`src/rtl/adc_spi_capture.sv`:
```
// ==== adc_spi_capture: drives a 12-bit AD7476-class serial ADC, returns parallel sample ====
// Revision 1.0 - initial release
`default_nettype none

module adc_spi_capture #(
  parameter int CLK_DIV      = 4,
  parameter int QUIET_CYCLES = 2
) (
  input  logic        clock,
  input  logic        reset,
  input  logic        start,
  input  logic        sdata,
  output logic        sclk,
  output logic        cs_n,
  output logic [11:0] data,
  output logic        done,
  output logic        busy,
  output logic        frame_err
);

  typedef enum logic [2:0] {
    S_IDLE  = 3'd0,
    S_SETUP = 3'd1,
    S_SHIFT = 3'd2,
    S_DONE  = 3'd3,
    S_QUIET = 3'd4
  } state_t;

  localparam logic [8:0] C_HALF_LAST  = 9'(CLK_DIV - 1);
  localparam logic [8:0] C_FULL_LAST  = 9'(2 * CLK_DIV - 1);
  localparam logic [8:0] C_QUIET_LAST = 9'(QUIET_CYCLES - 1);

  state_t      state_q, state_d;
  logic [8:0]  cnt_q, cnt_d;
  logic [4:0]  bit_q, bit_d;
  logic [15:0] shift_q, shift_d;
  logic        pending_q, pending_d;
  logic        sclk_q, sclk_d;
  logic        cs_n_q, cs_n_d;
  logic [11:0] data_q, data_d;
  logic        done_q, done_d;
  logic        busy_q, busy_d;
  logic        frame_err_q, frame_err_d;

  always_comb begin
    state_d     = state_q;
    cnt_d       = cnt_q;
    bit_d       = bit_q;
    shift_d     = shift_q;
    pending_d   = pending_q;
    sclk_d      = sclk_q;
    cs_n_d      = cs_n_q;
    data_d      = data_q;
    done_d      = 1'b0;
    frame_err_d = frame_err_q;

    case (state_q)
      S_IDLE: begin
        if (start || pending_q) begin
          state_d   = S_SETUP;
          cs_n_d    = 1'b0;
          sclk_d    = 1'b1;
          cnt_d     = 9'd0;
          pending_d = 1'b0;
        end
      end
      S_SETUP: begin
        if (cnt_q == C_HALF_LAST) begin
          state_d = S_SHIFT;
          sclk_d  = 1'b0;
          cnt_d   = 9'd0;
          bit_d   = 5'd0;
        end else begin
          cnt_d = cnt_q + 9'd1;
        end
      end
      S_SHIFT: begin
        // bit_q reaches 16 on the last rising edge; leave after that single high cycle
        if (cnt_q == C_HALF_LAST) begin
          sclk_d  = 1'b1;
          shift_d = {shift_q[14:0], sdata};
          bit_d   = bit_q + 5'd1;
          cnt_d   = cnt_q + 9'd1;
        end else if (bit_q == 5'd16) begin
          state_d     = S_DONE;
          cs_n_d      = 1'b1;
          sclk_d      = 1'b1;
          done_d      = 1'b1;
          data_d      = shift_q[11:0];
          frame_err_d = |shift_q[15:12];
        end else if (cnt_q == C_FULL_LAST) begin
          sclk_d = 1'b0;
          cnt_d  = 9'd0;
        end else begin
          cnt_d = cnt_q + 9'd1;
        end
      end
      S_DONE: begin
        state_d = S_QUIET;
        cnt_d   = 9'd0;
        if (start) pending_d = 1'b1;
      end
      S_QUIET: begin
        if (start) pending_d = 1'b1;
        if (cnt_q == C_QUIET_LAST) begin
          state_d = S_IDLE;
        end else begin
          cnt_d = cnt_q + 9'd1;
        end
      end
      default: state_d = S_IDLE;
    endcase

    busy_d = (state_d != S_IDLE);
  end

  always_ff @(posedge clock) begin
    if (reset) begin
      state_q     <= S_IDLE;
      cnt_q       <= 9'd0;
      bit_q       <= 5'd0;
      shift_q     <= 16'd0;
      pending_q   <= 1'b0;
      sclk_q      <= 1'b1;
      cs_n_q      <= 1'b1;
      data_q      <= 12'd0;
      done_q      <= 1'b0;
      busy_q      <= 1'b0;
      frame_err_q <= 1'b0;
    end else begin
      state_q     <= state_d;
      cnt_q       <= cnt_d;
      bit_q       <= bit_d;
      shift_q     <= shift_d;
      pending_q   <= pending_d;
      sclk_q      <= sclk_d;
      cs_n_q      <= cs_n_d;
      data_q      <= data_d;
      done_q      <= done_d;
      busy_q      <= busy_d;
      frame_err_q <= frame_err_d;
    end
  end

  assign sclk      = sclk_q;
  assign cs_n      = cs_n_q;
  assign data      = data_q;
  assign done      = done_q;
  assign busy      = busy_q;
  assign frame_err = frame_err_q;

endmodule

`default_nettype wire
```
`config.mk`:
```
export PLATFORM = sky130hd
export DESIGN_NAME = adc_spi_capture
export DESIGN_NICKNAME = d
export VERILOG_FILES = /design/src/rtl/adc_spi_capture.sv
export SDC_FILE = /design/constraint.sdc
export NUM_CORES = 1
export LEC_CHECK = 0
export ABC_CLOCK_PERIOD_IN_PS = 2000
export CORE_MARGIN = 8
export CORE_UTILIZATION = 53
export CTS_BUF_LIST = sky130_fd_sc_hd__clkbuf_8
export DETAILED_ROUTE_END_ITERATION = 8
export HOLD_SLACK_MARGIN = 0.02
export PLACE_DENSITY = 0.75
export SLEW_MARGIN = 20
export SYNTH_ARGS = -nofsm -noshare
export SYNTH_HDL_FRONTEND = slang
export SYNTH_SLANG_ARGS = --single-unit
```
`constraint.sdc`:
```
create_clock -name clock -period 2 [get_ports clock]
set_input_delay 0.2 -clock clock [delete_from_list [all_inputs] [get_ports clock]]
set_output_delay 0.2 -clock clock [all_outputs]
set_load 0.005 [all_outputs]
```
==> reports/qor.csv <==
stage,metric,value,unit
flow_run,Max Cap Violations,0,
setup_path,Crit path max-delay family,simple AND/OR/NAND/NOR gates,
synthesis,Mapped Avg Cell Area,8.06,µm²
global_routing,total grt overflow,0,
synthesis,Yosys top cell area share,0.452,
die,area of the core,4060,µm²
finish,non-filler cells in the finished layout,363,
global_routing,initial antenna violation count,0,
power_and_ir_drop,peak supply drop,465,µV
cts,TritonCTS Buffers,5,
routing,drt first-iter violations,129,
power_and_ir_drop,Pwr Density,657,nW/µm²
sta,"Slew Viols, Final",0,
synthesis,most area-hungry cell type in the Yosys netlist,dfxtp_1,
synthesis,number of flops mapped to enable cells by yosys,0,
finish,Layout area overhead,21.5,%
die,Vert. Die Dim,81.3,µm
synthesis,Async SR Flop Fraction,0,
sta,Max Fclk,527,MHz
finish,post-layout util,0.676,
placement,IO buf count,20,
synthesis,register area share after synthesis,0.452,
synthesis,Cell variety after synth,47,
synthesis,combinational family with the most area after synthesis,simple AND/OR/NAND/NOR gates,
placement,Area after DPL,2610,µm²
routing,Post-DRT Antenna Nets,0,
placement,Final GP Congestion,0.808,
sta,worst slew pin tran,406,ps
routing,wire per inst,13.4,µm
setup_path,"slowest stage delay, CP",470,ps
cts,CTS tree,done,
synthesis,top post-synthesis cells by count,"68 x nand2_1, 51 x dfxtp_1, 39 x a21oi_1, 19 x nor2_1",
cts,CTS Hold Bufs,0,
synthesis,Post-Syn Area,2260,µm²
routing,DR vias,1962,
synthesis,synth top area cells,"dfxtp_1 45%, nand2_1 11%, a21oi_1 8.6%",
finish,fin area,2740,µm²
global_routing,GR Layer Usage met2,0.240,
sta,Final Hold Viols,0,
finish,Nets,320,
setup_path,Crit. End Element,register,
die,# IOs,21,
cts,Clock Path Buffers,2,
die,Initial Utilization,0.556,
placement,dpl ws,71.9,ps
power_and_ir_drop,Leakage,0.951,nW
placement,placed insts,355,
routing,drt total wl,4.85,mm
synthesis,XOR/XNOR share of the synthesized area,0.0116,
global_routing,first-pass GRT wire length,8.43,mm
global_routing,met1 usage,0.209,
cts,CTS root buf,clkbuf_8,
synthesis,Synth Area in Compound Gates,0.179,
routing,Avg Vias per Cell,5.40,
sta,Hold Slack,437,ps
setup_path,worst-path maximum fanout,8,
routing,1st-pass router iterations,4,
setup_path,Worst Path Required,2200,ps
setup_path,CP Cell Sequence,ha_1 -> or4b_4 -> nor4b_4 -> nor2_2 -> o41ai_4 -> buf_6 -> a21oi_1,
placement,Detailed Place HPWL,3.34,mm
cts,worst-skew pair later-pin latency,310,ps
sta,min Tclk post-route,1900,ps
sta,final worst setup slack,103,ps
finish,number of diodes,0,
sta,Relative slew margins,0.727,
die,chip width,81.3,µm
synthesis,Synth Warn #,0,
die,Rows,23,
setup_path,CP startpoint kind,register,
outcome,status,completed,
routing,DRC viols,0,
global_routing,Overall Global Routing Usage,0.159,
synthesis,"Top FF cell, synth",dfxtp_1,
hold_path,worst min path class,in2reg,
synthesis,Post-Synth Simple-Gate Area,0.283,
die,die footprint,6600,µm²
global_routing,global routing's busiest layer,met2,
synthesis,synthesized flop and latch total,51,
synthesis,Syn Nets,288,
synthesis,Adder-Cell Fraction of Synth Area,0.0222,
sta,Worst Clk Skew,4.69,ps
sta,Setup-failing EPs final,0,
cts,clock net sink count,51,
finish,fill count,370,
global_routing,GR Util met3,0.0475,
finish,proportion of layout cells with a drive suffix above 1,0.153,
setup_path,WP buf/inv,1,
synthesis,post-synthesis mux area share,0.00443,
global_routing,largest net degree at the start of global routing,41,
synthesis,cell with the most instances after synthesis,nand2_1,
cts,clk slew on worst S/H paths,90,ps
sta,Final period util,0.949,
setup_path,slowest CP cell,or4b_4,
setup_path,crit path DAT,2100,ps
cts,H-tree Lvls,2,
global_routing,via count of the first global-routing pass,1807,
setup_path,CP Class,reg2reg,
synthesis,Synth Instances,280,
==> stage by stage <==
step	TNS (ps)	power, W
floorplan	0	0.00114
global placement	0	0.00118
detailed placement	0	0.00119
CTS	0	0.00182
global route	-2.88	0.00189
finish	0	0.00180
==> power breakdown <==
part	internal, W	switching [W]	total (W)
Clock	0.000283	0.000353	0.000635
Sequential	0.00102	0.00000569	0.00103
Combinational	0.0000621	0.0000732	0.000135
==> cell usage in the layout (no fill, tap or decap), drive strengths merged, types with 3 or more instances in the layout <==
cell type and instances:
nand2 68, dfxtp 51, a21oi 39, buf 22, nor2 21, clkdlybuf4s50 20, o21ai 9, nand3 8
inv 7, clkbuf 6, or3 6, nor3 5, o211ai 4, ha 4, or2 3, and3 3
nand3b 3, a31oi 3, o41ai 3
==> final timing paths <==
path	from	end	slack, ps	depth (start not counted)
worst max-delay path	cnt_q[1]	cnt_q[5]	100	7
worst min-delay path	sdata	shift_q[0]	440	3
worst max register to register	cnt_q[1]	cnt_q[5]	100	7
worst min register to register	frame_err	frame_err	450	2
==> layout make-up <==
type / instances / area, µm² / area share
inverter: 7 / 26.3 / 0.00958
tap: 50 / 62.6 / 0.0228
multi-input combinational: 205 / 1160 / 0.423
sequential: 51 / 1020 / 0.372
timing repair buffer: 42 / 373 / 0.136
clock buffer: 6 / 82.6 / 0.0301
clock inverter: 2 / 16.3 / 0.00593
==> sequential cells by signal, summed over array words and instances (netlist names) <==
name,count
done,1
shift_q,16
data,12
busy,1
sclk,1
cnt_q,9
cs_n,1
pending_q,1
bit_q,5
state_q,3
frame_err,1
==> routing by layer <==
layer | share of wire | up-vias
met5 | 0 | -
met4 | 0.014 | 0
met3 | 0.049 | 6
met2 | 0.45 | 35
met1 | 0.49 | 897
li1 | - | 1024
==> cell families (layout without fill, tap and decap cells) <==
logic type / after synthesis / count (layout)
AO/OA/AOI/OAI: 65 / 65
XOR/XNOR: 3 / 3
adder cells (fa/ha/maj): 4 / 4
buffers and inverters: 24 / 57
flip-flops: 51 / 51
multiplexers: 1 / 1
AND/OR/NAND/NOR: 132 / 132
==> timing repair <==
| action | 4_1_cts | 5_1_grt |
|---|---|---|
| buffers inserted | 0 | 0 |
| gates resized for setup | 0 | 7 |
| setup endpoints to repair | 0 | 9 |
==> worst register-to-register path: cells and delay by family (launching register included) <==
| kind | cells | cell delay (ps) |
|---|---|---|
| AO/OA/AOI/OAI | 2 | 270 |
| adder cells (fa/ha/maj) | 1 | 170 |
| buffers and inverters | 1 | 180 |
| flip-flops | 1 | 360 |
| AND/OR/NAND/NOR | 3 | 800 |
(Power assumes the default switching activity.)
